[src/rtl/execute_stage_fwd.sv]
// EX stage: operand forwarding, ALU with optional saturation, iterative shift-add
// multiplier with stall, N/Z/V flag register and the EX/MEM pipeline register.
module execute_stage_fwd #(
    parameter int DATA_W   = 16,
    parameter int REG_AW   = 4,
    parameter int SATURATE = 1
) (
    input  logic              clk,
    input  logic              rst_n,
    input  logic              id_valid,
    input  logic [3:0]        id_op,
    input  logic [REG_AW-1:0] id_rs1_addr,
    input  logic [REG_AW-1:0] id_rs2_addr,
    input  logic [DATA_W-1:0] id_rs1_data,
    input  logic [DATA_W-1:0] id_rs2_data,
    input  logic [DATA_W-1:0] id_imm,
    input  logic              id_alu_src,
    input  logic [REG_AW-1:0] id_rd_addr,
    input  logic              id_reg_write,
    input  logic [REG_AW-1:0] memwb_rd_addr,
    input  logic              memwb_reg_write,
    input  logic [DATA_W-1:0] memwb_data,
    input  logic              mem_stall,
    input  logic              flush,
    output logic              ex_stall,
    output logic              exmem_valid,
    output logic [DATA_W-1:0] exmem_result,
    output logic [REG_AW-1:0] exmem_rd_addr,
    output logic              exmem_reg_write,
    output logic [2:0]        flags_out,
    output logic [1:0]        mul_state
);
    localparam int SHW  = $clog2(DATA_W);
    localparam int CNTW = $clog2(DATA_W + 1);
    localparam int MSB  = DATA_W - 1;

    localparam logic [3:0] OP_ADD = 4'd0, OP_SUB = 4'd1, OP_XOR = 4'd2, OP_AND = 4'd3,
                           OP_OR  = 4'd4, OP_SLL = 4'd5, OP_SRA = 4'd6, OP_ROR = 4'd7,
                           OP_MUL = 4'd8, OP_PASSB = 4'd9;

    localparam logic [DATA_W-1:0] SAT_MAX = {1'b0, {(DATA_W-1){1'b1}}};
    localparam logic [DATA_W-1:0] SAT_MIN = {1'b1, {(DATA_W-1){1'b0}}};

    typedef enum logic [1:0] {S_IDLE = 2'd0, S_RUN = 2'd1, S_DONE = 2'd2} state_t;

    state_t            state;
    logic [CNTW-1:0]   cnt;
    logic [DATA_W-1:0] acc, mcand, mplier;
    logic [REG_AW-1:0] mul_rd;
    logic              mul_we;
    logic              flag_n, flag_z, flag_v;

    logic [DATA_W-1:0]   op_a, op_b, sum, diff, alu_res;
    logic [2*DATA_W-1:0] rot;
    logic [SHW-1:0]      sh;
    logic                add_ovf, sub_ovf, alu_v, upd_nv, upd_z;

    assign flags_out = {flag_n, flag_z, flag_v};
    assign mul_state = state;

    // EX/MEM is the youngest producer, so it wins over MEM/WB; r0 always reads zero.
    function automatic logic [DATA_W-1:0] fwd(input logic [REG_AW-1:0] addr,
                                              input logic [DATA_W-1:0] rf_data);
        if (addr == '0)
            return '0;
        else if (exmem_valid && exmem_reg_write && exmem_rd_addr == addr)
            return exmem_result;
        else if (memwb_reg_write && memwb_rd_addr == addr)
            return memwb_data;
        else
            return rf_data;
    endfunction

    always_comb begin
        op_a = fwd(id_rs1_addr, id_rs1_data);
        op_b = id_alu_src ? id_imm : fwd(id_rs2_addr, id_rs2_data);
    end

    always_comb begin
        sum     = op_a + op_b;
        diff    = op_a - op_b;
        add_ovf = (op_a[MSB] == op_b[MSB]) && (sum[MSB] != op_a[MSB]);
        sub_ovf = (op_a[MSB] != op_b[MSB]) && (diff[MSB] != op_a[MSB]);
        sh      = op_b[SHW-1:0];
        rot     = {op_a, op_a} >> sh;
        alu_res = '0;
        alu_v   = 1'b0;
        upd_nv  = 1'b0;
        upd_z   = 1'b0;
        case (id_op)
            OP_ADD: begin
                alu_v   = add_ovf;
                alu_res = (SATURATE != 0 && add_ovf) ? (op_a[MSB] ? SAT_MIN : SAT_MAX) : sum;
                upd_nv  = 1'b1;
                upd_z   = 1'b1;
            end
            OP_SUB: begin
                alu_v   = sub_ovf;
                alu_res = (SATURATE != 0 && sub_ovf) ? (op_a[MSB] ? SAT_MIN : SAT_MAX) : diff;
                upd_nv  = 1'b1;
                upd_z   = 1'b1;
            end
            OP_XOR:   begin alu_res = op_a ^ op_b;            upd_z = 1'b1; end
            OP_AND:   begin alu_res = op_a & op_b;            upd_z = 1'b1; end
            OP_OR:    begin alu_res = op_a | op_b;            upd_z = 1'b1; end
            OP_SLL:   begin alu_res = op_a << sh;             upd_z = 1'b1; end
            OP_SRA:   begin alu_res = $signed(op_a) >>> sh;   upd_z = 1'b1; end
            OP_ROR:   begin alu_res = rot[DATA_W-1:0];        upd_z = 1'b1; end
            OP_PASSB: alu_res = op_b;
            default:  alu_res = '0;
        endcase
    end

    // Stall handshake: ID holds its instruction steady while ex_stall=1 and the
    // instruction is consumed at the first edge where ex_stall=0 (and no flush).
    always_comb begin
        ex_stall = mem_stall;
        case (state)
            S_IDLE:  if (id_valid && !flush && id_op == OP_MUL) ex_stall = 1'b1;
            S_RUN:   if (!flush) ex_stall = 1'b1;
            default: ;
        endcase
    end

    always_ff @(posedge clk or negedge rst_n) begin
        if (!rst_n) begin
            state           <= S_IDLE;
            cnt             <= '0;
            acc             <= '0;
            mcand           <= '0;
            mplier          <= '0;
            mul_rd          <= '0;
            mul_we          <= 1'b0;
            exmem_valid     <= 1'b0;
            exmem_result    <= '0;
            exmem_rd_addr   <= '0;
            exmem_reg_write <= 1'b0;
            flag_n          <= 1'b0;
            flag_z          <= 1'b0;
            flag_v          <= 1'b0;
        end else if (mem_stall) begin
            // Downstream hold freezes everything except a flush aborting a multiply.
            if (flush && state != S_IDLE) state <= S_IDLE;
        end else begin
            exmem_valid     <= 1'b0;
            exmem_reg_write <= 1'b0;
            case (state)
                S_IDLE: begin
                    if (id_valid && !flush) begin
                        if (id_op == OP_MUL) begin
                            acc    <= '0;
                            mcand  <= op_a;
                            mplier <= op_b;
                            cnt    <= '0;
                            mul_rd <= id_rd_addr;
                            mul_we <= id_reg_write;
                            state  <= S_RUN;
                        end else begin
                            exmem_valid     <= 1'b1;
                            exmem_result    <= alu_res;
                            exmem_rd_addr   <= id_rd_addr;
                            exmem_reg_write <= id_reg_write;
                            if (upd_nv) begin
                                flag_n <= alu_res[MSB];
                                flag_v <= alu_v;
                            end
                            if (upd_z) flag_z <= (alu_res == '0);
                        end
                    end
                end
                S_RUN: begin
                    if (flush) begin
                        state <= S_IDLE;
                    end else begin
                        if (mplier[0]) acc <= acc + mcand;
                        mcand  <= mcand << 1;
                        mplier <= mplier >> 1;
                        cnt    <= cnt + 1'b1;
                        if (cnt == CNTW'(DATA_W - 1)) state <= S_DONE;
                    end
                end
                S_DONE: begin
                    if (!flush) begin
                        exmem_valid     <= 1'b1;
                        exmem_result    <= acc;
                        exmem_rd_addr   <= mul_rd;
                        exmem_reg_write <= mul_we;
                        flag_z          <= (acc == '0);
                    end
                    state <= S_IDLE;
                end
                default: state <= S_IDLE;
            endcase
        end
    end
endmodule

[config.mk]
export PLATFORM = sky130hd
export DESIGN_NAME = execute_stage_fwd
export DESIGN_NICKNAME = d
export VERILOG_FILES = /design/src/rtl/execute_stage_fwd.sv
export SDC_FILE = /design/constraint.sdc
export NUM_CORES = 1
export LEC_CHECK = 0
export CORE_MARGIN = 3
export CORE_UTILIZATION = 40
export DETAILED_ROUTE_END_ITERATION = 16
export HOLD_SLACK_MARGIN = 0.08
export PLACE_DENSITY = 0.64
export SYNTH_ARGS = -nofsm -noshare
export SYNTH_HDL_FRONTEND = slang
export SYNTH_SLANG_ARGS = --single-unit
[constraint.sdc]
create_clock -name clk -period 18.4 [get_ports clk]
set_input_delay 3.68 -clock clk [delete_from_list [all_inputs] [get_ports clk]]
set_output_delay 3.68 -clock clk [all_outputs]
set_load 0.01 [all_outputs]
==> flow_summary_export.csv, run 1 <==
group,metric,value,unit
sta,max-slew-margin-rel,0.1626,
sta,final.setup.tns,0,ns
clock_tree,cts-buffers-inserted,9,
global_route,grt_max_degree,79,
layout,nNetsFinal,1622,
synth,yosysSeqAreaShare,0.2102,
route,dr.max_layer_used,"met4",
floorplanning,core-area,0.02460,mm^2
sta,hold_violations,0,
sta,tightest_slew,1.243,ns
route,wl_met2,20.79,mm
route,first_pass_iters,6,
synth,synth_edf_count,0,
worst_setup_path,arrival,12.77,ns
worst_setup_path,regToRegSetupSlack,9.67,ns
sta,fin_skew,0.009537,ns
route,met1_length,19.97,mm
floorplanning,rows,57,
placement,hpwl,37.18,mm
route,wl_per_cell,26.08,um
route,routed_wl,46.69,mm
clock_tree,cts.sinks,85,
synth,yosys_register_bits,85,
synth,synthTopCellsByArea,"dfrtp_1 21%, ha_1 8.2%, nand2_1 6.4%",
floorplanning,ios,120,
global_route,grt_pass1_wl,69.32,mm
power,powerDensity,67.88,mW/mm^2
sta,grt_setup_unrepaired,"false",
global_route,grt_pass1_vias,10740,
clock_tree,cts_root_buf,"clkbuf_16",
worst_setup_path,critPathKind,"primary input to flop",
synth,syn_area_per_cell,7.247,um^2
worst_setup_path,critPathCaptureType,"flop",
floorplanning,die_y,165.0,um
synth,async_flop_share,1.000,
synth,synth_top_area_frac,0.2102,
sta,finalSetupViolations,0,
route,drtIter0Drc,1456,
status,outcome,"finished clean",
route,num_vias,11580,
synth,synth_nets,1557,
worst_setup_path,start_kind,"primary input",
placement,gp_congestion,1.016,
layout,area_growth,17.56,%
synth,syn_inst,1396,
worst_setup_path,crit_required,18.65,ns
floorplanning,die-area,0.02724,mm^2
clock_tree,cts_resized,0,
clock_tree,cts_tree,"done",
sta,max_freq,0.07989,GHz
route,ant_nets,0,
clock_tree,cts_setup_buffers,0,
synth,synthFlopType,"dfrtp_1",
global_route,antenna_found_initial,0,
worst_hold_path,hp-class,"flop to flop",
sta,finalMaxSlewViolations,0,
layout,drive_gt1_frac,0.06958,
route,routed_via_density,6.467,
layout,utilization,0.4834,
power,ir_drop,65.25,uV
layout,fillers,2495,
clock_tree,cts_max_path_buffers,2,
synth,yosysUniqueCellTypes,88,
floorplanning,initial_core_util,0.4112,
placement,port_buffers,119,
layout,antenna_cells,0,
clock_tree,clk_latency,0.34,ns
clock_tree,cts.htree.levels,3,
synth,yosysTopAreaCell,"dfrtp_1",
synth,synth_area,0.01012,mm^2
sta,finalCritPeriodShare,0.6803,
layout,multi_input_area,0.007351,mm^2
synth,synth_warnings,0,
global_route,grt_usage,0.3386,
worst_setup_path,crit_path_max_fanout,21,
global_route,grt_overflow_total,0,
sta,finalCriticalPeriod,12.52,ns
power,power_leakage,0.005013,uW
job,drv_cap,0,
clock_tree,path_clk_slew,0.07,ns
layout,seq_area,0.002127,mm^2
floorplanning,fp.dieW,165.0,um
route,wl_met3,3.603,mm
route,remaining_drc_errors,0,
clock_tree,postCtsHoldBufs,0,
where the power goes:
group	internal (uW)	switching, uW
clock network	98.2	89.6
registers	212	34.7
logic	142	231
cell families (layout without fill, tap and decap cells):
group | Yosys count | in the layout | synth area share
xor+xnor | 52 | 52 | 0.04502
fa+ha+maj | 69 | 69 | 0.08756
mux | 30 | 30 | 0.03191
simple gates | 463 | 463 | 0.2112
compound gates | 535 | 535 | 0.3488
flops | 85 | 85 | 0.2102
buf+inv | 162 | 232 | 0.06530
worst max-delay path, stage by stage:
cell             delay [ns]
clkdlybuf4s50_1        0.57
nor4_1                 0.10
nor2_1                 0.77
buf_4                  0.33
o221ai_1               0.18
nand2_1                0.11
buf_4                  0.28
clkinv_1               0.61
ha_1                   0.50
o311ai_0               0.49
a21oi_1                0.16
a21oi_1                0.29
nor2_1                 0.07
o21ba_2                0.21
o41ai_1                0.42
o31ai_1                0.16
nand2b_1               0.10
a21oi_1                0.08
nor2_1                 0.20
fa_1                   0.57
a22oi_1                0.57
a21oi_1                0.13
a211o_1                0.25
a211o_1                0.28
or4b_1                 0.46
or4_1                  0.54
or4_1                  0.43
o31ai_2                0.18
area by class of cell:
type / count / area share
sequential: 85 / 0.1788
timing repair buffer: 158 / 0.1246
tap: 324 / 0.03408
clock inverter: 7 / 0.007259
clock buffer: 9 / 0.01894
multi-input combinational: 1149 / 0.6180
inverter: 58 / 0.01830
Yosys cell counts (all sizes together), types with 9 or more instances:
master	count
nor3	30
a21o	12
a21oi	93
a22oi	18
nand3	73
clkbuf	72
nor2	95
a31oi	32
o21ai	151
o22ai	63
o21bai	12
inv	56
and3	9
buf	32
a221oi	13
or4	9
nand4	13
o221ai	16
xnor2	42
mux2i	21
nor4	12
nand2	177
ha	66
a21boi	12
dfrtp	85
xor2	10
o31ai	29
a32oi	9
path summary, 6_finish.rpt:
path,start,to,depth (start not counted)
worst max register to register,exmem_rd_addr[0]$_DFFE_PN0P_,flag_z$_DFFE_PN0P_,27
worst min-delay path,mplier[7]$_DFFE_PN0P_,mplier[7]$_DFFE_PN0P_,2
min in group asynchronous,rst_n,mplier[11]$_DFFE_PN0P_,1
max in group asynchronous,rst_n,acc[6]$_DFFE_PN0P_,2
worst max-delay path,id_rs2_addr[3],flag_z$_DFFE_PN0P_,28
worst min register to register,mplier[7]$_DFFE_PN0P_,mplier[7]$_DFFE_PN0P_,2
registers in the layout (all words and copies together) (netlist names), 2 cells and up:
| name | flops |
|---|---|
| mplier | 16 |
| mcand | 16 |
| mul_rd | 4 |
| acc | 16 |
| mul_state | 2 |
| exmem_result | 16 |
| cnt | 5 |
| exmem_rd_addr | 4 |
cells in the final DEF, fill, tap and decap left out, types with 9 or more instances in the layout:
cell type,n
nor4_1,10
a221oi_1,12
o31ai_1,28
o21bai_1,12
nor2_1,93
xor2_1,10
a31oi_1,32
o21ai_1,17
clkdlybuf4s50_1,118
nand2_1,172
inv_1,55
a21boi_0,9
mux2i_1,21
o22ai_1,63
buf_4,40
clkbuf_16,9
a22oi_1,18
dfrtp_1,85
a32oi_1,9
or4_1,9
nand3_1,72
o21ai_0,128
nand4_1,13
a21oi_1,93
o221ai_1,14
and3_1,9
nor3_1,30
ha_1,66
xnor2_1,42
a21o_1,12
metal layers:
metal / GRT usage / vias up
li1: - / 5344
met1: 0.4730 / 5569
met2: 0.5244 / 558
met3: 0.04189 / 105
met4: 0.1468 / 0
met5: 0 / -
metrics by stage:
step / setup WS (ns) / power [uW] / cell area [um^2] / cells / hold WS, ns
5_1_grt: 5.450 / 848.5 / 11890 / 1790 / 0.5136
6_report: 5.883 / 807.3 / 11890 / 1790 / 0.4835
2_1_floorplan: 7.404 / 458.1 / 10120 / 1396 / 0.4498
3_3_place_gp: 5.987 / 613.2 / 11580 / 1774 / 0.4648
4_1_cts: 6.155 / 801.7 / 11890 / 1790 / 0.4880
3_5_place_dp: 5.799 / 611.3 / 11580 / 1774 / 0.4718
No activity file was read; power rests on OpenSTA's default activity.
==> inputs of run 2 (changes only) <==
- clock period: 18.4 -> 12.6 ns (I/O delays scaled with it)
==> flow_summary_export.csv, run 2 (synthesis gave the netlist of run 1 again) <==
group,metric,value,unit
route,wl_per_cell,25.80,um
route,routed_wl,46.08,mm
worst_setup_path,crit_required,12.87,ns
floorplanning,ios,120,
worst_setup_path,critPathCaptureType,"flop",
global_route,grt_pass1_wl,69.28,mm
floorplanning,rows,57,
power,combPwrFrac,0.458,
power,p_int,676.6,uW
worst_setup_path,worstReg2RegStart,"exmem_rd_addr[0]$_DFFE_PN0P_",
sta,finalCriticalPeriod,10.73,ns
route,remaining_drc_errors,0,
worst_setup_path,cpPeakStageDelay,1.14,ns
global_route,grt_overflow_total,0,
clock_tree,cts_max_path_buffers,2,
power,sequentialPowerShare,0.303,
power,switching_power,522.1,uW
layout,final_common_cell,"nand2_1",
placement,dpl_cell_area,0.01154,mm^2
sta,finalMaxSlewViolations,0,
worst_setup_path,crit_path_max_fanout,27,
sta,grt_setup_unrepaired,"false",
placement,hpwl,35.69,mm
clock_tree,path_clk_slew,0.07,ns
sta,tightest_slew,1.168,ns
status,outcome,"finished clean",
route,first_pass_iters,7,
layout,mostFrequentLayoutCells,"172 x nand2_1, 128 x o21ai_0, 118 x clkdlybuf4s50_1, 93 x nor2_1, 93 x a21oi_1",
clock_tree,cts.htree.levels,3,
clock_tree,clk_latency,0.36,ns
floorplanning,core-area,0.02460,mm^2
clock_tree,cts.sinks,85,
sta,final.setup.tns,0,ns
clock_tree,cts-buffers-inserted,9,
clock_tree,cts_resized,0,
global_route,grt_pass1_vias,10930,
power,powerDensity,101.1,mW/mm^2
sta,finalSetupViolations,0,
clock_tree,cts_tree,"done",
route,drtIter0Drc,1729,
sta,fin_skew,0.01125,ns
floorplanning,fp.dieW,165.0,um
worst_setup_path,startpoint,"memwb_reg_write",
layout,nNetsFinal,1617,
global_route,grt_usage,0.3369,
global_route,grt_max_degree,68,
sta,hold_violations,0,
placement,port_buffers,119,
global_route,antenna_found_initial,0,
sta,max-slew-margin-rel,0.2178,
worst_setup_path,start_kind,"primary input",
layout,drive_gt1_frac,0.06571,
job,drv_cap,0,
power,power_leakage,0.004982,uW
power,ir_drop,65.51,uV
worst_setup_path,critPathKind,"primary input to flop",
layout,area_growth,17.22,%
sta,finalCritPeriodShare,0.8517,
layout,fin_area,0.01186,mm^2
worst_hold_path,hp-class,"flop to flop",
clock_tree,postCtsHoldBufs,0,
route,num_vias,11830,
power,clkPwrFrac,0.239,
worst_setup_path,arrival,11.00,ns
placement,gp_congestion,1.143,
worst_hold_path,min_from,"mplier[9]$_DFFE_PN0P_",
clock_tree,cts_setup_buffers,0,
power,swShare,0.4356,
worst_setup_path,cp_common_cell,"a21oi_1",
floorplanning,die-area,0.02724,mm^2
clock_tree,cts_root_buf,"clkbuf_16",
sta,max_freq,0.09319,GHz
floorplanning,initial_core_util,0.4112,
route,routed_via_density,6.624,
worst_setup_path,cp_slowest_cell,"clkdlybuf4s50_1",
route,ant_nets,0,
floorplanning,die_y,165.0,um
run 2: area by class of cell:
type / instances / area, um^2
Tap cell: 324 / 405.4
Clock buffer: 9 / 225.2
Timing Repair Buffer: 153 / 1444
Fill cell: 2489 / 12750
Antenna cell: 1 / 2.502
Clock inverter: 7 / 92.59
Multi-Input combinational cell: 1149 / 7345
Sequential cell: 85 / 2127
Inverter: 58 / 217.7
run 2: metrics by stage:
stage | setup WS [ns] | power, uW | hold slack (ns) | util | cells
final | 1.869 | 1199 | 0.4864 | 0.4820 | 1786
after global routing | 1.305 | 1254 | 0.5195 | 0.4819 | 1785
after CTS | 2.045 | 1182 | 0.4953 | 0.4819 | 1785
after detailed placement | 1.687 | 892.4 | 0.4772 | 0.4690 | 1769
after global placement | 2.007 | 892.7 | 0.4607 | 0.4690 | 1769
after floorplan | 2.764 | 669.0 | 0.4498 | - | 1396
run 2: layer usage:
| layer | up-vias | routed length, um | track usage |
|---|---|---|---|
| met1 | 5657 | 18830 | 0.4570 |
| met3 | 130 | 4419 | 0.06822 |
| met5 | - | 0 | 0 |
| met2 | 698 | 20460 | 0.5132 |
| met4 | 0 | 2371 | 0.1567 |
| li1 | 5345 | - | - |
run 2: power groups by stage:
stage          Clock (uW)  Combinational, uW  Sequential [uW]
2_1_floorplan           0                320              349
3_3_place_gp            0                527              366
3_5_place_dp            0                527              365
4_1_cts               292                530              360
5_1_grt               300                587              367
6_report              286                549              363
run 2: critical path: cells and delay by family:
family | cells | cell delay [ns]
AO/OA/AOI/OAI | 14 | 3.30
adder cells (fa/ha/maj) | 2 | 1.06
multiplexers | 1 | 0.32
buffers and inverters | 2 | 1.28
AND/OR/NAND/NOR | 8 | 2.50
run 2: final timing paths:
path	slack [ns]	end	cells past startpoint
max in group asynchronous	9.44	exmem_result[8]$_DFFE_PN0P_	2
min	0.49	mplier[9]$_DFFE_PN0P_	2
max reg2reg	4.32	flag_z$_DFFE_PN0P_	27
max	1.87	flag_z$_DFFE_PN0P_	27
min reg2reg	0.49	mplier[9]$_DFFE_PN0P_	2
min in group asynchronous	2.07	cnt[3]$_DFFE_PN0P_	1
==> inputs of run 3 (changes only) <==
- GPL_TIMING_DRIVEN: default -> 0
==> flow_summary_export.csv, run 3 (synthesis gave the netlist of run 1 again) <==
group,metric,value,unit
global_route,grt_usage,0.3452,
global_route,grt.busiest_layer,"met2",
worst_setup_path,crit_required,12.86,ns
route,num_vias,12160,
global_route,grtUsageMet2,0.5061,
layout,final_common_cell,"nand2_1",
worst_setup_path,critPathCaptureType,"flop",
clock_tree,cts.sinks,85,
sta,tightest_slew,1.526,ns
floorplanning,core-area,0.02460,mm^2
power,ir_drop,79.27,uV
worst_setup_path,cp_common_cell,"a21oi_1",
worst_setup_path,rr_endpoint,"flag_z$_DFFE_PN0P_",
global_route,grt_pass1_vias,11340,
global_route,grt_max_degree,58,
power,powerDensity,97.74,mW/mm^2
placement,hpwl,38.36,mm
route,ant_nets,0,
sta,max-slew-margin-rel,-0.02208,
route,wl_per_cell,25.58,um
sta,max_freq,0.08436,GHz
worst_setup_path,r2r_cells,34,
sta,final.setup.tns,0,ns
global_route,grt_pass1_wl,70.90,mm
worst_hold_path,min_from,"flag_n$_DFFE_PN0P_",
floorplanning,die-area,0.02724,mm^2
layout,area_growth,19.01,%
clock_tree,cts-buffers-inserted,9,
global_route,met1_usage,0.4649,
worst_setup_path,regToRegSetupSlack,3.08,ns
worst_setup_path,cp_slowest_cell,"clkdlybuf4s50_1",
sta,hold_violations,0,
worst_hold_path,min_to,"flag_n$_DFFE_PN0P_",
clock_tree,cts_root_buf,"clkbuf_16",
clock_tree,cts_max_path_buffers,2,
clock_tree,cts_tree,"done",
floorplanning,rows,57,
clock_tree,cts.htree.levels,3,
floorplanning,initial_core_util,0.4112,
job,drv_cap,1,
clock_tree,path_clk_slew,0.07,ns
floorplanning,fp.dieW,165.0,um
global_route,use_met3,0.07474,
worst_setup_path,crit_path_max_fanout,12,
layout,final_cells,1854,
route,routed_wl,47.42,mm
placement,port_buffers,116,
floorplanning,ios,120,
global_route,antenna_found_initial,1,
sta,finalMaxSlewViolations,6,
placement,gp_congestion,1.092,
global_route,grt_overflow_total,0,
route,routed_via_density,6.557,
worst_setup_path,start_kind,"primary input",
worst_setup_path,worstReg2RegStart,"exmem_rd_addr[0]$_DFFE_PN0P_",
sta,holdWs,0.4842,ns
power,power_leakage,0.005007,uW
status,violations,"capacitance limit, slew limit",
sta,finalCritPeriodShare,0.9408,
worst_setup_path,cpPeakStageDelay,0.61,ns
sta,grt_setup_unrepaired,"false",
worst_hold_path,hp-class,"flop to flop",
clock_tree,clk_latency,0.35,ns
worst_setup_path,critPathKind,"primary input to flop",
worst_setup_path,arrival,12.12,ns
layout,drive_gt1_frac,0.05494,
layout,fillers,2528,
layout,mostFrequentLayoutCells,"173 x nand2_1, 128 x o21ai_0, 115 x clkdlybuf4s50_1, 94 x nor2_1, 93 x a21oi_1",
placement,dp_cells,1837,
sta,finalSetupViolations,0,
sta,fin_skew,0.007991,ns
route,remaining_drc_errors,0,
worst_hold_path,hold_path_depth,2,
route,drtIter0Drc,1580,
status,outcome,"finished, violations left",
clock_tree,cts_setup_buffers,0,
layout,nNetsFinal,1685,
route,first_pass_iters,8,
floorplanning,die_y,165.0,um
sta,finalCriticalPeriod,11.85,ns
==> run 3: repair_timing <==
item                                    CTS  global route
endpoints found under the setup margin    1             1
hold buffers                              0             0
resized for setup                         1             4
==> run 3: worst max-delay path by stage <==
stage | from | end | depth (start not counted)
after floorplan | id_rs2_addr[1] | flag_z$_DFFE_PN0P_ | 34
after global placement | id_rs2_addr[0] | flag_z$_DFFE_PN0P_ | 33
after detailed placement | id_rs2_addr[0] | flag_z$_DFFE_PN0P_ | 33
after CTS | id_rs2_addr[0] | flag_z$_DFFE_PN0P_ | 33
after global routing | id_rs2_addr[0] | flag_z$_DFFE_PN0P_ | 37
final | id_rs2_addr[0] | flag_z$_DFFE_PN0P_ | 35
==> run 3: report_power, final <==
group          switching [uW]  leakage [uW]  internal (uW)
Combinational             346       0.00372            207
Sequential               50.2       0.00114            310
Clock                     125      0.000147            140
Total                     521       0.00501            656
==> run 3: routing by layer <==
layer | routed length, um | share of wire
met5 | 0 | 0
met4 | 3284 | 0.069
met3 | 4539 | 0.096
met2 | 20050 | 0.42
met1 | 19550 | 0.41
==> run 3: area by class of cell <==
type                    instances  area, um^2  share of cell area
diodes                          1       2.502           0.0002078
plain buffers                 104       444.2             0.03689
clock buffers                   9       225.2             0.01871
clock inverters                 7       68.82            0.005715
inverters                      58       217.7             0.01808
multi-input cells            1149        7363              0.6116
flip-flops and latches         85        2127              0.1767
well taps                     324       405.4             0.03367
repair buffers                117        1186             0.09851
==> run 3: critical path, delay by kind of cell <==
kind                       cells  cell delay (ns)
buffers and inverters          8             2.63
xor gates and xnor gates       1             0.15
adders and majority gates      2             0.43
and+or+nand+nor               11             2.96
AOI/OAI and AO/OA             13             3.38
==> run 3: metrics by stage <==
| stage | power [uW] | cell area (um^2) | setup slack, ns | util |
|---|---|---|---|---|
| after global placement | 888.4 | 11680 | -0.4065 | 0.4749 |
| after floorplan | 669.0 | 10120 | 2.764 | - |
| final | 1177 | 12040 | 0.7457 | 0.4893 |
| after CTS | 1160 | 12020 | 0.3708 | 0.4883 |
| after global routing | 1235 | 12040 | 0.1566 | 0.4892 |
| after detailed placement | 892.8 | 11720 | -0.3668 | 0.4761 |
